--- src/rtl/write_arbiter_guard.sv ---
// rtl/write_arbiter_guard.sv - round-robin write arbiter with per-ID address-range guard and lockout
//
// Purpose: four requesters compete for one memory write port. The winner's
// address is checked against a per-ID authorization window; authorized writes
// go to the memory port, blocked writes raise an alert. Repeated violations
// lock a requester out until it is explicitly unlocked.
//
// Ports:
//   clk, rst_n                         clock, asynchronous active-low reset
//   req[3:0], req_addr, req_data       level requests with packed 4-bit addr/data per ID
//   gnt[3:0]                           one-cycle one-hot capture pulse
//   cfg_we, cfg_idx, cfg_en, cfg_lo,
//   cfg_hi                             authorization table write
//   unlock[3:0]                        per-ID clear of lockout and violation count
//   mem_wr_valid/addr/data/id,
//   mem_wr_ready                       memory write port
//   alert_valid/id/addr/data,
//   alert_ack                          blocked-write report
//   lockout[3:0]                       per-ID lockout flags
//   busy                               high whenever the FSM is not idle
module write_arbiter_guard #(
  parameter int LOCK_THRESH = 3
) (
  input  logic        clk,
  input  logic        rst_n,
  input  logic [3:0]  req,
  input  logic [15:0] req_addr,
  input  logic [15:0] req_data,
  output logic [3:0]  gnt,
  input  logic        cfg_we,
  input  logic [1:0]  cfg_idx,
  input  logic        cfg_en,
  input  logic [3:0]  cfg_lo,
  input  logic [3:0]  cfg_hi,
  input  logic [3:0]  unlock,
  output logic        mem_wr_valid,
  output logic [3:0]  mem_wr_addr,
  output logic [3:0]  mem_wr_data,
  output logic [1:0]  mem_wr_id,
  input  logic        mem_wr_ready,
  output logic        alert_valid,
  output logic [1:0]  alert_id,
  output logic [3:0]  alert_addr,
  output logic [3:0]  alert_data,
  input  logic        alert_ack,
  output logic [3:0]  lockout,
  output logic        busy
);

  typedef enum logic [1:0] {
    S_IDLE  = 2'd0,
    S_CHECK = 2'd1,
    S_ISSUE = 2'd2,
    S_ALERT = 2'd3
  } state_t;

  localparam logic [2:0] LP_THRESH = 3'(LOCK_THRESH);

  state_t      r_state;
  state_t      w_next;

  logic [1:0]  r_last;
  logic [1:0]  r_id;
  logic [3:0]  r_addr;
  logic [3:0]  r_data;
  logic [3:0]  r_gnt;
  logic [3:0]  r_lock;

  logic        r_en [4];
  logic [3:0]  r_lo [4];
  logic [3:0]  r_hi [4];
  logic [2:0]  r_viol [4];

  logic [3:0]  w_elig;
  logic        w_found;
  logic [1:0]  w_win;
  logic [1:0]  w_cand;
  logic        w_auth;
  logic        w_alert_done;
  logic [2:0]  w_viol_next;

  assign w_elig = req & ~r_lock;

  // Round-robin search starting just after the previous winner; k=4 wraps
  // back to r_last itself so a lone requester can win repeatedly.
  always_comb begin
    w_found = 1'b0;
    w_win   = r_last;
    w_cand  = r_last;
    for (int k = 1; k <= 4; k++) begin
      w_cand = r_last + 2'(k);
      if (!w_found && w_elig[w_cand]) begin
        w_found = 1'b1;
        w_win   = w_cand;
      end
    end
  end

  // Uses the registered table, so a cfg write during CHECK only lands at the
  // edge ending CHECK. lo > hi naturally yields an empty window.
  assign w_auth = r_en[r_id] && (r_lo[r_id] <= r_addr) && (r_addr <= r_hi[r_id]);

  assign w_alert_done = (r_state == S_ALERT) && alert_ack;
  assign w_viol_next  = (r_viol[r_id] == 3'd7) ? 3'd7 : r_viol[r_id] + 3'd1;

  always_comb begin
    w_next = r_state;
    case (r_state)
      S_IDLE:  if (w_found) w_next = S_CHECK;
      S_CHECK: w_next = w_auth ? S_ISSUE : S_ALERT;
      S_ISSUE: if (mem_wr_ready) w_next = S_IDLE;
      S_ALERT: if (alert_ack) w_next = S_IDLE;
      default: w_next = S_IDLE;
    endcase
  end

  always_ff @(posedge clk or negedge rst_n) begin
    if (!rst_n) begin
      r_state <= S_IDLE;
    end else begin
      r_state <= w_next;
    end
  end

  always_ff @(posedge clk or negedge rst_n) begin
    if (!rst_n) begin
      r_last <= 2'd3;
      r_id   <= '0;
      r_addr <= '0;
      r_data <= '0;
      r_gnt  <= '0;
    end else begin
      r_gnt <= '0;
      if (r_state == S_IDLE && w_found) begin
        r_gnt  <= 4'b0001 << w_win;
        r_last <= w_win;
        r_id   <= w_win;
        r_addr <= req_addr[4*w_win +: 4];
        r_data <= req_data[4*w_win +: 4];
      end
    end
  end

  always_ff @(posedge clk or negedge rst_n) begin
    if (!rst_n) begin
      for (int i = 0; i < 4; i++) begin
        r_en[i] <= 1'b0;
        r_lo[i] <= '0;
        r_hi[i] <= '0;
      end
    end else if (cfg_we) begin
      r_en[cfg_idx] <= cfg_en;
      r_lo[cfg_idx] <= cfg_lo;
      r_hi[cfg_idx] <= cfg_hi;
    end
  end

  // Unlock has priority over a coincident violation increment.
  always_ff @(posedge clk or negedge rst_n) begin
    if (!rst_n) begin
      r_lock <= '0;
      for (int i = 0; i < 4; i++) begin
        r_viol[i] <= '0;
      end
    end else begin
      for (int i = 0; i < 4; i++) begin
        if (unlock[i]) begin
          r_viol[i] <= '0;
          r_lock[i] <= 1'b0;
        end else if (w_alert_done && r_id == 2'(i)) begin
          r_viol[i] <= w_viol_next;
          if (w_viol_next >= LP_THRESH) begin
            r_lock[i] <= 1'b1;
          end
        end
      end
    end
  end

  assign gnt          = r_gnt;
  assign mem_wr_valid = (r_state == S_ISSUE);
  assign mem_wr_addr  = r_addr;
  assign mem_wr_data  = r_data;
  assign mem_wr_id    = r_id;
  assign alert_valid  = (r_state == S_ALERT);
  assign alert_id     = r_id;
  assign alert_addr   = r_addr;
  assign alert_data   = r_data;
  assign lockout      = r_lock;
  assign busy         = (r_state != S_IDLE);

endmodule

--- config.mk ---
export PLATFORM = sky130hd
export DESIGN_NAME = write_arbiter_guard
export DESIGN_NICKNAME = d
export VERILOG_FILES = /design/src/rtl/write_arbiter_guard.sv
export SDC_FILE = /design/constraint.sdc
export NUM_CORES = 1
export LEC_CHECK = 0
export ABC_CLOCK_PERIOD_IN_PS = 4100
export BUFFER_PORTS_ARGS = -buffer_cell sky130_fd_sc_hd__buf_2
export CAP_MARGIN = 20
export CORE_MARGIN = 2
export CORE_UTILIZATION = 30
export DETAILED_ROUTE_END_ITERATION = 12
export GPL_TIMING_DRIVEN = 1
export HOLD_SLACK_MARGIN = 0.05
export SLEW_MARGIN = 20
export SYNTH_ARGS = -nofsm -noshare
export SYNTH_HDL_FRONTEND = slang
export SYNTH_SLANG_ARGS = --single-unit
--- constraint.sdc ---
create_clock -name clk -period 4.1 [get_ports clk]
set_clock_uncertainty 0.2 [all_clocks]
set_input_delay 1.23 -clock clk [delete_from_list [all_inputs] [get_ports clk]]
set_output_delay 1.23 -clock clk [all_outputs]
set_load 0.01 [all_outputs]
# --- Word level (Yosys, flattened, before mapping) ---
# Cells that the tools add are included.
totals:
  output_inout_bits: 31
  mem_bits_ro: 0
  reg_bits: 70
  ram_bits: 0
  latchBits: 0
  word_cells: 147
  in_bits: 56
  n_memories: 0
classes:
  n_bitwise: 4
  n_eq_ne: 10
  div_mod_pow: 0
  reduce_logical: 31
  order_cmp: 10
  n_shift: 3
  n_addsub: 4
  mux: 59
  multipliers: 0
op_table:
  columns: ["cell", "n"]
  rows:
  - ["3-bit 2-to-1 mux", 11]
  - ["16-bit bitwise mux", 2]
  - ["16-bit by 5-bit variable part select with 4-bit output", 2]
  - ["4-bit 2-to-1 mux", 6]
  - ["1-bit 2-to-1 mux", 21]
  - ["2-bit nonzero test", 9]
  - ["4-bit binary-select mux with 2-bit select", 2]
  - ["2-bit 2-to-1 mux", 7]
  - ["1-bit logical AND", 12]
  - ["2-bit by 3-bit less-than comparator with 1-bit output, second input constant", 4]
  - ["1-bit binary-select mux with 2-bit select", 5]
  - ["4-bit demux with 2-bit select", 1]
  - ["2-bit == test, second input constant", 4]
  - ["4-bit less-or-equal comparator", 2]
  - ["2-bit one-hot mux with 4 select lines", 1]
  - ["2-bit AND reduction", 4]
  - ["3-bit binary-select mux with 2-bit select", 1]
  - ["3-bit greater-or-equal comparator, second input constant", 2]
  - ["2-bit NOT with 3-bit output", 2]
  - ["2-bit adder, second input constant", 2]
  - ["4-bit bitwise AND", 1]
  - ["4-bit bitwise mux", 1]
  - ["2-bit by 1-bit == test with 1-bit output, second input constant", 2]
  - ["2-bit zero test", 2]
  - ["12 further kinds", 15]

# --- Logic depth before layout (Yosys ltp) ---
# Gate-level depths: netlist (run 1).
depth:
  depth_word: 16
  mapped_depth: 10
  ltp_nobuf: 8

# --- Worst setup path before layout (run 1) ---
# No wires, ideal clock.
synth_timing:
  kind: "input to register"
  start: "in req[2]"
  end: "reg r_addr[0], in the netlist alert_addr[0]"
  stages: 7
  arrival_ns: 2.417
  n_path_buf: 2
  required_ns: 3.766
  slack_ns: 1.349
  setup_time_ns: 0.134
  path_cell_list: "nand2b_4 buf_6 a211oi_4 buf_6 a211oi_2 a2111oi_4 o31ai_2"
synth_via:
  elab_chain_cells: 14
  elab_cells_between_ends: 25
  cone_classes: "shift: 1; mux: 16; bitwise: 1; reduce/logical: 7"
synth_rtl:
  columns: ["element", "line_no", "text"]
  rows:
  - ["start, declared", "26", "input logic [3:0] req,"]
  - ["4-bit bitwise AND *", "82", "assign w_elig = req & ~r_lock;"]
  - ["1-bit binary-select mux with 2-bit select", "92", "if (!w_found && w_elig[w_cand]) begin"]
  - ["1-bit 2-to-1 mux (not written as such)", "92", null]
  - ["1-bit 2-to-1 mux", "92", null]
  - ["1-bit zero test", "92", null]
  - ["1-bit logical AND", "92", null]
  - ["1-bit 2-to-1 mux", "92", null]
  - ["1-bit zero test", "92", null]
  - ["1-bit logical AND", "92", null]
  - ["1-bit 2-to-1 mux", "92", null]
  - ["1-bit zero test", "92", null]
  - ["1-bit logical AND", "92", null]
  - ["2-bit 2-to-1 mux / 1-bit 2-to-1 mux (equally long branches)", "92", null]
  - ["16-bit by 5-bit variable part select with 4-bit output / 1-bit logical AND (equally long branches)", "138, 134", null]
  - ["end signal, assigned", "138", "r_addr <= req_addr[4*w_win +: 4];"]
  - ["end, declared", "64", "logic [3:0] r_addr;"]
# Mark *: on every way between the ends. The rest lies on a longest branch, timed or not. The select of a mux whose other input is x is not followed.
# A chain may end at the register's enable or synchronous reset.

# --- Final worst setup path (run 1) ---
layout_timing:
  start: "reg r_id[1], in the netlist alert_id[1]"
  end: "out mem_wr_id[1]"
layout_rtl:
  columns: ["element", "line_no", "text"]
  rows:
  - ["start, declared", "63", "logic [1:0] r_id;"]
  - ["start signal, assigned", "137", "r_id <= w_win;"]
  - ["end, declared", "39", "output logic [1:0] mem_wr_id,"]
# No word-level cell between the ends.

==> results of run 1 <==
-- final timing paths --
path                           endpoint  slack (ns)  cells after the start
setup / recovery           mem_wr_id[1]        1.17                      1
hold / removal                  r_lo[6]        0.30                      1
hold reg to reg                 r_lo[6]        0.30                      1
setup reg to reg              r_viol[4]        1.25                      7
max in group asynchronous      r_hi[12]        2.28                      2
min in group asynchronous     r_viol[3]        0.76                      1
-- cell type report --
| class | instances | area share [%] |
|---|---|---|
| Clock buffer | 9 | 4.84 |
| Clock inverter | 7 | 1.34 |
| Inverter | 29 | 2.34 |
| Multi-Input combinational cell | 207 | 39.0 |
| Sequential cell | 70 | 37.7 |
| Tap cell | 172 | 4.63 |
| Timing Repair Buffer | 90 | 10.2 |
-- synthesized netlist by cell type (4+ instances only) --
cell / n
mux2_2: 39
o31ai_1: 7
buf_2: 6
nor2b_1: 4
a211oi_1: 21
ha_1: 9
o21ai_0: 5
a21oi_1: 13
nor3_1: 4
nand2b_1: 4
mux4_2: 12
clkbuf_1: 4
dfrtp_1: 68
buf_4: 10
nand2_1: 11
inv_1: 29
a2111oi_0: 7
o21a_1: 4
a221oi_1: 8
nor2_1: 24
-- where the power goes --
| part | switching [mW] | internal, mW |
|---|---|---|
| sequential | 0.226 | 0.859 |
| clock | 0.331 | 0.422 |
| combinational | 0.619 | 0.593 |
| total | 1.18 | 1.87 |
-- metrics by stage --
step	hold slack [ns]	total power, mW	cells	utilization [%]	worst slack (ns)
floorplan	0.274	2.01	332	-	1.35
global placement	0.274	2.27	568	34.7	0.996
detailed placement	0.287	2.32	568	34.7	0.864
CTS	0.303	3.09	584	37.0	1.14
global route	0.314	3.30	584	37.0	0.992
finish	0.303	3.05	584	37.0	1.17
-- state kept, by name, indices dropped and copies added (netlist names) --
name / cells
alert_id: 2
r_en: 4
r_last: 2
r_hi: 16
gnt: 4
r_state: 2
r_lo: 16
alert_data: 4
r_viol: 12
lockout: 4
alert_addr: 4
-- cells by family after synthesis --
kind of cell / share of synthesized area (%)
DFF: 45.6
buffers and inverters: 7.22
muxes: 19.0
AOI/OAI and AO/OA: 16.0
and+or+nand+nor: 9.14
adders and majority gates: 2.93
-- layer usage --
layer	up-vias	global-route usage [%]
li1	1372	-
met1	1431	19.5
met2	111	22.0
met3	12	3.35
met4	0	5.02
met5	-	0
==> results.ini, run 1 <==
[status]
status=complete, no violations

[routing]
met1_length_mm=4.35
vias_per_cell=5.01
met2_length_mm=4.35
postRouteAntennaNets=0
num_vias=2926
firstDrtPassIters=4
drc=0
highest-signal-layer=met4
met3WireLength_um=607
drt-total-wl_mm=9.41
drtIter0Drc=289
wl_per_cell_um=16.1

[setup_path]
cp_cell_sequence=buf_2
critPathBufInv=1
arrival_ns=1.50
r2r_start=alert_id[0]
crit_type=reg -> out
cpLargestDelayFamily=flip-flops
cp-end-kind=output port
crit_path_max_incr_delay_ns=0.88
start_kind=flop
critPathMaxFanout=19
cp-startpoint=alert_id[1]
critPathRequiredTime_ns=2.67
cp_slowest_cell=dfrtp_1

[pwr]
p_per_area_nw_per_um2=656
leakage_nw=2.11
irDropWorstVdd_mv=0.222

[place]
hpwlAfterDp_mm=6.72
gp_congestion=0.813
dpl_cell_area_um2=4360
port_buffers=86

[die]
initial_core_util_pct=30.6
die_area_um2=13700
row_count=41
core_um2=12600
chipHeight_um=117
die_width_um=117
io-pin-count=87

[clock_network]
cts-root-buf=clkbuf_16
ctsResizeCount=0
cts_sinks=70
cts_setup_buffers=0
cts-buffers-inserted=9
cts_buffer_depth=2
cts_hold_buf=0
clkTransAtPathRegs_ns=0.07
htreeDepth=3
cts_tree=built
clk_latency_ns=0.34

[sta]
post-route-period-util_pct=71.4
rsz0062_at_grt=false
setup_tns_ns=0
worstMarginPinSlew_ns=0.829
fmax_ghz=0.342
hold_violations=0
max_slew_margin_pct=44.4
slew_violations=0
setup_viol=0
min_period_ns=2.93

[cells_and_area]
n_fill_cell=1238
fin_area_um2=4650
syn_to_final_growth_pct=21.0
regArea_um2=1750
final_common_cell=buf_2
nNetsFinal=472
drive_gt1_share_pct=41.7
multi_input_area_um2=1810
diodes=0
layout_common_cells=86 x buf_2, 68 x dfrtp_1, 39 x mux2_2, 29 x inv_1, 24 x nor2_1

[logic_synthesis]
synthFlopType=dfrtp_1
netlist.area_leader.share_pct=44.3
yosys.area.top_type=dfrtp_1
synth_nets=397
yosys_warnings=0
synth_cell_types=48
avgSynthCellArea_um2=11.6
ys_ff_latch=70
synth_edf_count=0
async_flop_share_pct=100
synthCells=332
synthTopCellsByArea=dfrtp_1 44%, mux2_2 11%, mux4_2 7.0%
ys_seq_area_share_pct=45.6
syn_area_um2=3840

[grt]
grt_pass1_wl_mm=14.9
grt_usage_pct=14.2
grt_pass1_vias=2956
grt_max_degree=43
antenna_found_initial=0
overflow=0

[worst_hold_path]
hold_path.class=reg -> reg
hold_start=r_lo[6]

[flow_run]
cap_viol_max_count=0

(Power assumes the default switching activity.)
==> run 2, diff against run 1 <==
ABC_AREA = 1   (was unset)
ABC_CLOCK_PERIOD_IN_PS = 2800   (was 4100)
clock period = 2.8 ns   (was 4.1 ns; I/O delays follow)
==> results.ini, run 2 <==
[logic_synthesis]
avgSynthCellArea_um2=7.85  ; -32%
synth_edf_count=0  ; unchanged
synthFlopType=dfrtp_1
synthTopCellsByArea=dfrtp_1 43%, nand2_1 16%, o21ai_0 6.1%
synth_common_cells=167 x nand2_1, 68 x dfrtp_1, 50 x inv_1
netlist.area_leader.share_pct=43.5  ; -0.79 points
ys_seq_area_share_pct=44.8  ; -0.82 points
synth_most_common_cell=nand2_1
synthCells=499  ; +50%
synth_cell_types=36  ; -25%
yosys.area.top_type=dfrtp_1
syn_area_um2=3920  ; +1.8%
yosys_warnings=0  ; unchanged
ys_ff_latch=70  ; unchanged
async_flop_share_pct=100  ; unchanged
synth_nets=564  ; +42%

[pwr]
leakage_nw=2.49  ; +18%
irDropWorstVdd_mv=0.329  ; +48%
p_per_area_nw_per_um2=1090  ; +66%

[die]
die_width_um=118  ; +0.87%
die_area_um2=14000  ; +1.8%
initial_core_util_pct=30.9  ; +0.31 points
core_um2=12700  ; +0.82%
chipHeight_um=118  ; +0.87%
row_count=41  ; unchanged
io-pin-count=87  ; unchanged

[grt]
grt_pass1_wl_mm=17.6  ; +18%
grt_pass1_vias=3590  ; +21%
grt_usage_pct=15.5  ; +1.3 points
antenna_found_initial=0  ; unchanged
overflow=0  ; unchanged
grt_max_degree=29  ; -33%

[routing]
drt-total-wl_mm=10.3  ; +10%
postRouteAntennaNets=0  ; unchanged
firstDrtPassIters=6  ; +2
drtIter0Drc=198  ; -31%
num_vias=3589  ; +23%
drc=0  ; unchanged
wl_per_cell_um=13.6  ; -15%
vias_per_cell=4.73  ; -5.5%

[setup_path]
r2r_cells=13  ; +6
cp-end-kind=flop
critPathMaxFanout=13  ; -6
start_kind=flop
crit_type=reg -> reg
rrSetupSlack_ns=0.29  ; -0.96 ns
arrival_ns=2.53  ; +1.03 ns
critPathRequiredTime_ns=2.82  ; +0.15 ns
cp-startpoint=alert_id[0]
worst_r2r_endpoint=r_state[0]
r2r_start=alert_id[0]

[clock_network]
cts_buffer_depth=2  ; unchanged
cts_hold_buf=0  ; unchanged
ctsResizeCount=0  ; unchanged
cts_sinks=70  ; unchanged
htreeDepth=3  ; unchanged
cts-root-buf=clkbuf_16
cts-buffers-inserted=9  ; unchanged
clkTransAtPathRegs_ns=0.06  ; about the same
cts_setup_buffers=0  ; unchanged
clk_latency_ns=0.34  ; about the same
cts_tree=built

[worst_hold_path]
whs_path_depth=2  ; +1
hold_path.class=reg -> reg
min_to=r_hi[0]
hold_start=r_hi[0]

[cells_and_area]
final_common_cell=nand2_1
fin_area_um2=4800  ; +3.1%
layout_common_cells=167 x nand2_1, 86 x buf_2, 68 x dfrtp_1, 50 x inv_1, 48 x o21ai_0
n_fill_cell=1337  ; +8.0%
diodes=0  ; unchanged
reg.largest.list=r_hi (16), r_lo (16), r_viol (12)
nNetsFinal=647  ; +37%
syn_to_final_growth_pct=22.6
drive_gt1_share_pct=24.1  ; -18 points

[sta]
max_slew_margin_pct=54.3  ; +9.9 points
fmax_ghz=0.399
setup_tns_ns=0  ; unchanged
post-route-period-util_pct=89.5
setup_viol=0  ; unchanged
slew_violations=0  ; unchanged
hold_violations=0  ; unchanged
min_period_ns=2.51
worstMarginPinSlew_ns=0.683  ; -0.146 ns
rsz0062_at_grt=false

[place]
port_buffers=86  ; unchanged
gp_congestion=0.865  ; +6.4%
dpl_cell_area_um2=4510  ; +3.3%
hpwlAfterDp_mm=7.79  ; +16%

[flow_run]
cap_viol_max_count=0  ; unchanged

[status]
status=complete, no violations

## run 2: changes by cell type in the layout (fill, tap and decap cells not counted), moves of 21 or more
cell      delta
o21ai_0     +43
inv_1       +21
a211oi_1    -21
mux2_2      -39
nand3_1     +34
nand2_1    +156
## run 2: layout make-up
class / instances / area [um^2] / share of cell area, %
clock inverters: 6 / 63.8 / 1.33
clock buffers: 9 / 225 / 4.69
well taps: 172 / 215 / 4.49
flip-flops and latches: 70 / 1750 / 36.6
inverters: 56 / 213 / 4.43
repair buffers: 96 / 543 / 11.3
multi-input cells: 349 / 1780 / 37.2
## run 2: metal layers
| layer | global-route usage [%] | vias up | share of wire, % |
|---|---|---|---|
| li1 | - | 1793 | - |
| met1 | 20.3 | 1692 | 46 |
| met2 | 24.9 | 92 | 47 |
| met3 | 3.96 | 12 | 5.5 |
| met4 | 5.12 | 0 | 1.2 |
| met5 | 0 | - | 0 |
## run 2: worst max-delay path: stages, from the launching register on
cell and delay (ns):
dfrtp_1 0.43, inv_1 0.10, nor2_1 0.07, buf_12 0.16, a22o_1 0.17, a221oi_1 0.35
ha_1 0.32, inv_1 0.06, nor2_1 0.03, o21ai_0 0.14, a32o_1 0.14, nand4_1 0.07
nand4_1 0.08, nand2_1 0.06
## run 2: per-stage QoR
| step | instances | power [mW] | utilization, % | hold WS, ns | setup slack [ns] |
|---|---|---|---|---|---|
| 6_report | 758 | 5.21 | 37.9 | 0.285 | 0.294 |
| 5_1_grt | 758 | 5.71 | 37.9 | 0.307 | 0.0783 |
| 4_1_cts | 758 | 5.28 | 37.9 | 0.288 | 0.253 |
| 3_5_place_dp | 743 | 4.14 | 35.6 | 0.273 | 0.215 |
| 3_3_place_gp | 743 | 4.07 | 35.6 | 0.266 | 0.256 |
| 2_1_floorplan | 499 | 3.47 | - | 0.253 | 0.489 |
## run 2: cell families (layout without fill, tap and decap cells)
logic type               count (synthesis)  after routing  synth area share, %
AND/OR/NAND/NOR                        250            250                 29.0
AO/OA/AOI/OAI                           90             90                 13.7
buffers and inverters                   80            167                 9.62
flip-flops                              70             70                 44.8
adder cells (fa/ha/maj)                  9              9                 2.88
## run 2: worst max-delay path by stage
stage / slack, ns / depth (start not counted) / end
final: 0.29 / 13 / r_state[0]
after global routing: 0.08 / 10 / lockout[2]
after CTS: 0.25 / 12 / r_state[0]
after detailed placement: 0.22 / 14 / alert_addr[3]
after global placement: 0.26 / 14 / alert_addr[3]
after floorplan: 0.49 / 13 / r_state[0]
## run 2: where the power goes
group / switching [mW] / total, mW / internal, mW
registers: 0.199 / 1.44 / 1.24
logic: 1.73 / 2.67 / 0.945
clock network: 0.424 / 1.11 / 0.681
total: 2.35 / 5.21 / 2.87
